## src/rtl/multicycle_ctrl.sv

```systemverilog
// Control FSM for a multicycle RV32I datapath sharing one instruction/data memory.
// Outputs are decoded from the current state and the latched instruction fields.
module multicycle_ctrl #(
  parameter int DATA_WIDTH = 32,
  parameter int IMM_BIT    = 3
) (
  input  logic                  clk,
  input  logic                  rst,
  input  logic [DATA_WIDTH-1:0] instr,
  input  logic                  zero,
  input  logic                  mem_ready,
  output logic                  mem_read,
  output logic                  mem_write,
  output logic                  adr_src,
  output logic                  ir_write,
  output logic                  pc_write,
  output logic                  reg_write,
  output logic [1:0]            alu_src_a,
  output logic [1:0]            alu_src_b,
  output logic [1:0]            result_src,
  output logic [2:0]            alu_ctrl,
  output logic [IMM_BIT-1:0]    imm_src,
  output logic                  illegal,
  output logic [3:0]            state_dbg
);

  localparam logic [3:0] S_FETCH    = 4'd0;
  localparam logic [3:0] S_DECODE   = 4'd1;
  localparam logic [3:0] S_MEMADR   = 4'd2;
  localparam logic [3:0] S_MEMREAD  = 4'd3;
  localparam logic [3:0] S_MEMWB    = 4'd4;
  localparam logic [3:0] S_MEMWRITE = 4'd5;
  localparam logic [3:0] S_EXEC_R   = 4'd6;
  localparam logic [3:0] S_EXEC_I   = 4'd7;
  localparam logic [3:0] S_ALUWB    = 4'd8;
  localparam logic [3:0] S_BRANCH   = 4'd9;
  localparam logic [3:0] S_JAL      = 4'd10;
  localparam logic [3:0] S_LUI      = 4'd11;
  localparam logic [3:0] S_ILLEGAL  = 4'd12;

  localparam logic [6:0] OP_LW  = 7'b0000011;
  localparam logic [6:0] OP_SW  = 7'b0100011;
  localparam logic [6:0] OP_R   = 7'b0110011;
  localparam logic [6:0] OP_I   = 7'b0010011;
  localparam logic [6:0] OP_BR  = 7'b1100011;
  localparam logic [6:0] OP_JAL = 7'b1101111;
  localparam logic [6:0] OP_LUI = 7'b0110111;

  localparam logic [2:0] ALU_ADD = 3'b000;
  localparam logic [2:0] ALU_SUB = 3'b001;
  localparam logic [2:0] ALU_AND = 3'b010;
  localparam logic [2:0] ALU_OR  = 3'b011;
  localparam logic [2:0] ALU_SLT = 3'b101;

  localparam logic [IMM_BIT-1:0] IMM_I = IMM_BIT'(0);
  localparam logic [IMM_BIT-1:0] IMM_U = IMM_BIT'(1);
  localparam logic [IMM_BIT-1:0] IMM_S = IMM_BIT'(2);
  localparam logic [IMM_BIT-1:0] IMM_B = IMM_BIT'(3);
  localparam logic [IMM_BIT-1:0] IMM_J = IMM_BIT'(4);

  logic [3:0] state_q, state_d;
  logic [6:0] opcode;
  logic [2:0] funct3;
  logic       funct7_b5;
  logic       alu_f3_ok;
  logic       instr_unused;

  assign opcode       = instr[6:0];
  assign funct3       = instr[14:12];
  assign funct7_b5    = instr[30];
  assign alu_f3_ok    = (funct3 == 3'b000) || (funct3 == 3'b010) ||
                        (funct3 == 3'b110) || (funct3 == 3'b111);
  assign instr_unused = ^{instr[DATA_WIDTH-1:31], instr[29:15], instr[11:7]};
  assign state_dbg    = state_q;

  function automatic logic [2:0] alu_dec(input logic [2:0] f3, input logic is_r,
                                         input logic f7b5);
    case (f3)
      3'b000:  return (is_r && f7b5) ? ALU_SUB : ALU_ADD;
      3'b010:  return ALU_SLT;
      3'b110:  return ALU_OR;
      3'b111:  return ALU_AND;
      default: return ALU_ADD;
    endcase
  endfunction

  always_comb begin
    state_d = state_q;
    case (state_q)
      S_FETCH:    if (mem_ready) state_d = S_DECODE;
      S_DECODE: begin
        case (opcode)
          OP_LW, OP_SW: state_d = S_MEMADR;
          OP_R:         state_d = alu_f3_ok ? S_EXEC_R : S_ILLEGAL;
          OP_I:         state_d = alu_f3_ok ? S_EXEC_I : S_ILLEGAL;
          OP_BR:        state_d = (funct3[2:1] == 2'b00) ? S_BRANCH : S_ILLEGAL;
          OP_JAL:       state_d = S_JAL;
          OP_LUI:       state_d = S_LUI;
          default:      state_d = S_ILLEGAL;
        endcase
      end
      S_MEMADR:   state_d = (opcode == OP_SW) ? S_MEMWRITE : S_MEMREAD;
      S_MEMREAD:  if (mem_ready) state_d = S_MEMWB;
      S_MEMWRITE: if (mem_ready) state_d = S_FETCH;
      S_EXEC_R, S_EXEC_I, S_JAL:       state_d = S_ALUWB;
      S_MEMWB, S_ALUWB, S_BRANCH, S_LUI: state_d = S_FETCH;
      default:    state_d = S_ILLEGAL;
    endcase
  end

  // NOTE: every output gets a default before the case, so no path leaves one unassigned (no latches).
  always_comb begin
    mem_read   = 1'b0;
    mem_write  = 1'b0;
    adr_src    = 1'b0;
    ir_write   = 1'b0;
    pc_write   = 1'b0;
    reg_write  = 1'b0;
    alu_src_a  = 2'b00;
    alu_src_b  = 2'b00;
    result_src = 2'b00;
    alu_ctrl   = ALU_ADD;
    imm_src    = IMM_I;
    illegal    = 1'b0;
    // Reset gates every output so an aborted instruction cannot write anything.
    if (!rst) begin
      case (state_q)
        S_FETCH: begin
          mem_read   = 1'b1;
          alu_src_b  = 2'b10;
          result_src = 2'b10;
          ir_write   = mem_ready;
          pc_write   = mem_ready;
        end
        S_DECODE: begin
          alu_src_a = 2'b01;
          alu_src_b = 2'b01;
          imm_src   = (opcode == OP_JAL) ? IMM_J : IMM_B;
        end
        S_MEMADR: begin
          alu_src_a = 2'b10;
          alu_src_b = 2'b01;
          imm_src   = (opcode == OP_SW) ? IMM_S : IMM_I;
        end
        S_MEMREAD: begin
          mem_read = 1'b1;
          adr_src  = 1'b1;
        end
        S_MEMWB: begin
          result_src = 2'b01;
          reg_write  = 1'b1;
        end
        S_MEMWRITE: begin
          mem_write = 1'b1;
          adr_src   = 1'b1;
        end
        S_EXEC_R: begin
          alu_src_a = 2'b10;
          alu_ctrl  = alu_dec(funct3, 1'b1, funct7_b5);
        end
        S_EXEC_I: begin
          alu_src_a = 2'b10;
          alu_src_b = 2'b01;
          alu_ctrl  = alu_dec(funct3, 1'b0, funct7_b5);
        end
        S_ALUWB:  reg_write = 1'b1;
        S_BRANCH: begin
          alu_src_a = 2'b10;
          alu_ctrl  = ALU_SUB;
          pc_write  = funct3[0] ? ~zero : zero;
        end
        S_JAL: begin
          alu_src_a = 2'b01;
          alu_src_b = 2'b10;
          pc_write  = 1'b1;
        end
        S_LUI: begin
          imm_src    = IMM_U;
          result_src = 2'b11;
          reg_write  = 1'b1;
        end
        default:  illegal = 1'b1;
      endcase
    end
  end

  // NOTE: sequential state uses non-blocking assignment so all flops update together.
  always_ff @(posedge clk or posedge rst) begin
    if (rst) state_q <= S_FETCH;
    else     state_q <= state_d;
  end

endmodule

```

## config.mk

```make
export PLATFORM = sky130hd
export DESIGN_NAME = multicycle_ctrl
export DESIGN_NICKNAME = d
export VERILOG_FILES = /design/src/rtl/multicycle_ctrl.sv
export SDC_FILE = /design/constraint.sdc
export NUM_CORES = 1
export LEC_CHECK = 0
export CAP_MARGIN = 30
export CORE_MARGIN = 5
export CORE_UTILIZATION = 37
export CTS_BUF_LIST = sky130_fd_sc_hd__clkbuf_2
export DETAILED_ROUTE_END_ITERATION = 8
export PLACE_DENSITY = 0.88
export SLEW_MARGIN = 20
export SYNTH_ARGS = -nofsm -noshare
export SYNTH_HDL_FRONTEND = slang
export SYNTH_SLANG_ARGS = --single-unit
```

## constraint.sdc

```tcl
create_clock -name clk -period 2.7 [get_ports clk]
set_input_delay 0.27 -clock clk [delete_from_list [all_inputs] [get_ports clk]]
set_output_delay 0.27 -clock clk [all_outputs]
set_load 0.1 [all_outputs]
```

# Word level (Yosys, flattened, before mapping)
# Index checks and enable logic that the tools add are counted.
[classes] eq_ne=24 muxes=39 bitwise_logic=1 reduce_logical=18
[ops] operator="$pmux W4 S7" n=1
[ops] operator="$pmux W3 S3" n=3
[ops] operator="$pmux W4 S6" n=1
[ops] operator="$eq A7 B6 Y1 const B" n=3
[ops] operator="$mux W4" n=5
[ops] operator="$eq A4 B3 Y1 const B" n=4
[ops] operator="$eq A4 B4 Y1 const B" n=4
[ops] operator="$mux W1" n=15
[ops] operator="$mux W3" n=5
[ops] operator="$eq A7 B7 Y1 const B" n=2
[ops] operator="$pmux W3 S4" n=1
[ops] operator="$reduce_or A12 Y1" n=1
[ops] operator="$reduce_or A2 Y1" n=5
[ops] operator="$reduce_or A3 Y1" n=3
[ops] operator="$eq A4 B2 Y1 const B" n=2
[ops] operator="$mux W2" n=4
[ops] operator="$pmux W2 S2" n=2
[ops] operator="$reduce_or A4 Y1" n=2
[ops] operator="$eq A7 B2 Y1 const B" n=1
[ops] operator="$eq A7 B5 Y1 const B" n=1
[ops] operator="$eq A3 B3 Y1 const B" n=2
[ops] operator="$ne A2 B2 Y1 const B" n=3
[ops] operator="$pmux W2 S3" n=1
[ops] operator="$eq A4 B1 Y1 const B" n=1
[ops] operator="8 further kinds" n=10
[totals] reg_bits=4 output_inout_bits=23 elab_cells=83

# Depth between registers and ports, before layout
[depth] word_depth=7 mapped_depth=5

# Worst setup path before layout
# Ideal clock, no wire load.
[synth_path] path_kind="register to output" start="reg state_q[0] (netlist: state_dbg[0])" end="out alu_src_b[0]" arrival_ps=6179 setup_slack_ps=-3749 stages_incl_launch_ff=5 path_cell_list="dfrtp_1 > buf_4 > xor2_1 > nor2_1 > a2111oi_0"
[synth_between] elab_chain_cells=4
[synth_rtl] element="start, declared" line_no="61" source="logic [3:0] state_q, state_d;"
[synth_rtl] element="start signal, assigned" line_no="190" source="else state_q <= state_d;"
[synth_rtl] element="$eq A4 B3 Y1, or another cell as far along" line_no="127" source="case (state_q)"
[synth_rtl] element="$reduce_or A3 Y1 (no line) or $reduce_or A2 Y1 (tied branches)"
[synth_rtl] element="$pmux W2 S2 (*)" line_no="127"
[synth_rtl] element="$mux W2 (*)" line_no="126" source="if (!rst) begin"
[synth_rtl] element="end, declared" line_no="19" source="output logic [1:0] alu_src_b,"
# Mark *: on every way between the ends. The rest lies on a longest branch, timed or not.

# Worst setup path after layout
[layout_path] start="in instr[4]" end="out imm_src[1]"
[layout_between] elab_chain_cells=4
[layout_rtl] element="start, declared" line_no="9" source="input logic [DATA_WIDTH-1:0] instr,"
[layout_rtl] element="$eq A7 B6 Y1 or $eq A7 B7 Y1 (tied branches)" line_no="143, 138"
[layout_rtl] element="$mux W2 or $mux W3 (tied branches)" line_no="143, 138"
[layout_rtl] element="$pmux W3 S3 (*)" line_no="127"
[layout_rtl] element="$mux W3 (*)" line_no="126"
[layout_rtl] element="end, declared" line_no="22" source="output logic [IMM_BIT-1:0] imm_src,"
# Marked as above.

==> run_summary.xml <==
<?xml version="1.0" encoding="UTF-8"?>
<metrics>
  <group name="yosys">
    <metric name="cell_area_after_synthesis" unit="µm²">756</metric>
    <metric name="synth-seq-cells" unit="">4</metric>
    <metric name="synthCells" unit="">111</metric>
    <metric name="post-synth-top-area-cell" unit="">dfrtp_1</metric>
    <metric name="post-synth-top-count-cell" unit="">nor2_1</metric>
    <metric name="synth_top_cells_by_area" unit="">dfrtp_1 (13%), a21oi_1 (6.6%), nor2_1 (5.5%)</metric>
    <metric name="ys_seq_area_share" unit="%">13.2</metric>
    <metric name="async_reset_ff_share" unit="%">100</metric>
    <metric name="synthesis.yosys.warnings" unit="">0</metric>
    <metric name="synth.net_count" unit="">147</metric>
    <metric name="post_synthesis_cell_type_count" unit="">42</metric>
    <metric name="synth-edff-count" unit="">0</metric>
    <metric name="synth_top_area_share" unit="%">13.2</metric>
    <metric name="postSynthAreaPerCell" unit="µm²">6.81</metric>
    <metric name="ys_top_cells_by_count" unit="">nor2_1 (11), a21oi_1 (10), nand2_1 (10)</metric>
    <metric name="yosys_most_used_dff" unit="">dfrtp_1</metric>
  </group>
  <group name="global_route">
    <metric name="globalRouteTotalUtil" unit="%">20.3</metric>
    <metric name="via_count_of_the_first_global_routing_pass" unit="">1026</metric>
    <metric name="grt_antenna_before_repair" unit="">0</metric>
    <metric name="grt_remaining_overflow" unit="">0</metric>
    <metric name="grt_pass1_wl" unit="µm">4490</metric>
    <metric name="pin_count_of_the_biggest_net_entering_global_routing" unit="">24</metric>
  </group>
  <group name="routing">
    <metric name="routed_wl" unit="µm">2670</metric>
    <metric name="detail_route.drc_violations" unit="">0</metric>
    <metric name="initialDrtViolationCount" unit="">15</metric>
    <metric name="drtAntennaViolNets" unit="">0</metric>
    <metric name="vias_per_cell" unit="">5.94</metric>
    <metric name="routed-via-count" unit="">1021</metric>
    <metric name="drt_first_pass_iters" unit="">4</metric>
    <metric name="wl_per_cell" unit="µm">15.5</metric>
  </group>
  <group name="hold_path">
    <metric name="holdCritPathClass" unit="">in -&gt; async</metric>
  </group>
  <group name="place">
    <metric name="placement.cell_area" unit="µm²">1490</metric>
    <metric name="gp_routability_congestion" unit="">0.861</metric>
    <metric name="dp_hpwl" unit="µm">2170</metric>
    <metric name="place.port_buffers" unit="">37</metric>
  </group>
  <group name="cells_and_area">
    <metric name="area_delta_synth_final" unit="%">99.7</metric>
    <metric name="ratio_of_cells_with_drive_above_1_in_the_final_layout" unit="%">34.5</metric>
    <metric name="layout.cell_area.non_filler" unit="µm²">1510</metric>
    <metric name="layout.nets" unit="">183</metric>
    <metric name="insertedDiodeCount" unit="">0</metric>
    <metric name="largest_reg_flops" unit="">4</metric>
  </group>
  <group name="power">
    <metric name="worst_ir_drop_vdd" unit="µV">742</metric>
    <metric name="pwr-share-clk" unit="%">4.0</metric>
    <metric name="leakagePower" unit="nW">0.530</metric>
    <metric name="p_sw_share" unit="%">64.3</metric>
    <metric name="combinationalPowerShare" unit="%">80.9</metric>
    <metric name="powerDensity" unit="nW/µm²">931</metric>
    <metric name="power.switching" unit="mW">0.904</metric>
    <metric name="seqPwrFrac" unit="%">15.0</metric>
    <metric name="internal_power" unit="mW">0.501</metric>
  </group>
  <group name="setup_path">
    <metric name="worst-endpoint-required" unit="ns">2.43</metric>
    <metric name="critPathCaptureType" unit="">output pin</metric>
    <metric name="arrival" unit="ns">2.07</metric>
    <metric name="criticalPathCategory" unit="">in -&gt; out</metric>
    <metric name="critical_path.startpoint_type" unit="">input pin</metric>
    <metric name="critical_path_peak_fanout" unit="">7</metric>
  </group>
  <group name="floorplan">
    <metric name="io_pins" unit="">59</metric>
    <metric name="floorplan.initialDensity" unit="%">38.5</metric>
    <metric name="chipWidth" unit="µm">55.2</metric>
    <metric name="floorplan_core_area" unit="µm²">1960</metric>
    <metric name="num_rows" unit="">16</metric>
    <metric name="die-area" unit="µm²">3050</metric>
    <metric name="die_y" unit="µm">55.2</metric>
  </group>
  <group name="clock_network">
    <metric name="clock_sink_count" unit="">4</metric>
    <metric name="tritoncts" unit="">yes</metric>
    <metric name="cts_root_buf" unit="">clkbuf_2</metric>
    <metric name="post_cts.resized_instances" unit="">0</metric>
    <metric name="tritoncts_buffers" unit="">3</metric>
    <metric name="clk-insertion-delay-late" unit="ns">0.22</metric>
    <metric name="cts-htree-levels" unit="">1</metric>
    <metric name="cts_hold_buf" unit="">0</metric>
    <metric name="cts-root-to-sink-buffers" unit="">2</metric>
    <metric name="clock_transition_at_path_regs" unit="ns">0.05</metric>
    <metric name="cts.repair_timing.setup_buffer_count" unit="">0</metric>
  </group>
  <group name="sta">
    <metric name="fin_skew" unit="ns">0.00602</metric>
    <metric name="fmax" unit="GHz">0.427</metric>
    <metric name="final_max_slew_viol_count" unit="">0</metric>
    <metric name="fin_worst_hold_slack" unit="ns">0.595</metric>
    <metric name="tightest_slew" unit="ns">0.430</metric>
    <metric name="max_slew_margin" unit="%">71.3</metric>
    <metric name="fin_tns_setup" unit="ns">0</metric>
    <metric name="fin_crit" unit="ns">2.34</metric>
    <metric name="timing.final.setup_violations" unit="">0</metric>
    <metric name="layout_worst_path_cycle_share" unit="%">86.8</metric>
    <metric name="rsz0062_at_grt" unit="">no</metric>
    <metric name="hold_viol" unit="">0</metric>
  </group>
  <group name="outcome">
    <metric name="outcome" unit="">complete, no violations</metric>
  </group>
  <group name="run">
    <metric name="max-cap-violations" unit="">0</metric>
  </group>
</metrics>
-- cells in the final DEF (no fill, tap or decap), types with 2 or more instances in the layout --
master / synthesis / routed
nand2b_1: 4 / 4
and3_1: 2 / 2
xor2_1: 3 / 3
o21ai_0: 2 / 2
a21oi_2: 0 / 2
clkdlybuf4s50_1: 0 / 14
nand3_1: 4 / 4
buf_4: 1 / 6
mux2i_1: 2 / 2
a21oi_4: 0 / 2
nor2_1: 11 / 10
nor3_4: 0 / 3
a21oi_1: 10 / 6
o21ai_1: 2 / 2
inv_1: 4 / 4
a221o_1: 2 / 2
nand2_1: 10 / 10
or4_1: 2 / 2
buf_12: 0 / 19
o22ai_1: 3 / 3
a2111oi_4: 0 / 2
clkbuf_2: 0 / 3
nor2b_1: 6 / 6
nor3_2: 1 / 2
dfrtp_2: 0 / 3
nor4_4: 0 / 3
nand3b_1: 3 / 3
-- through the flow --
step           cells  util [%]  total power [mW]  setup slack, ns
6_report         172      76.9              1.40            0.357
5_1_grt          172      76.9              1.48            0.284
4_1_cts          172      76.9              1.41            0.376
3_5_place_dp     169      76.1              1.35            0.384
3_3_place_gp     169      76.1              1.33            0.410
2_1_floorplan    111         -              1.01           0.0296
-- area by class of cell --
| class | count | area, µm² |
|---|---|---|
| Fill cell | 151 | 453 |
| Inverter | 4 | 15.0 |
| Timing Repair Buffer | 39 | 566 |
| Sequential cell | 4 | 108 |
| Multi-Input combinational cell | 95 | 772 |
| Clock buffer | 3 | 15.0 |
| Tap cell | 27 | 33.8 |
-- power groups by stage --
stage / clock (mW) / sequential, mW / combinational [mW]
final: 0.0566 / 0.211 / 1.14
after global routing: 0.0691 / 0.224 / 1.19
after CTS: 0.0583 / 0.209 / 1.14
after detailed placement: 0 / 0.211 / 1.14
after global placement: 0 / 0.206 / 1.13
after floorplan: 0 / 0.232 / 0.779
-- worst max-delay path, cell delays in order --
cell	delay, ns
clkdlybuf4s50_1	0.51
nand3b_1	0.26
or3_1	0.50
a22oi_1	0.28
nor4_4	0.07
buf_12	0.18
-- cells by family (layout without fill, tap and decap cells) --
group | count (synthesis) | count (layout) | synth area share (%)
compound gates | 27 | 27 | 23.3
buf+inv | 12 | 46 | 7.12
mux | 2 | 2 | 2.65
xor+xnor | 3 | 3 | 3.48
flops | 4 | 4 | 13.2
simple gates | 63 | 63 | 50.2
-- worst paths after layout --
check                             start      endpoint  slack [ns]  cells after the start
max                            instr[4]    imm_src[1]        0.36                      6
min                                 rst  state_dbg[2]        0.60                      2
max reg2reg                state_dbg[2]  state_dbg[1]        1.13                      4
min reg2reg                state_dbg[3]  state_dbg[0]        0.79                      1
max in group asynchronous           rst  state_dbg[0]        1.89                      2
min in group clk               instr[0]  state_dbg[0]        0.74                      3
-- layer usage --
metal / GRT usage (%) / up-vias / wire length, µm
li1: - / 491 / -
met1: 25.2 / 484 / 1060
met2: 34.8 / 41 / 1410
met3: 4.83 / 5 / 168
met4: 5.26 / 0 / 36
met5: 0 / - / 0
(Power assumes the default switching activity.)
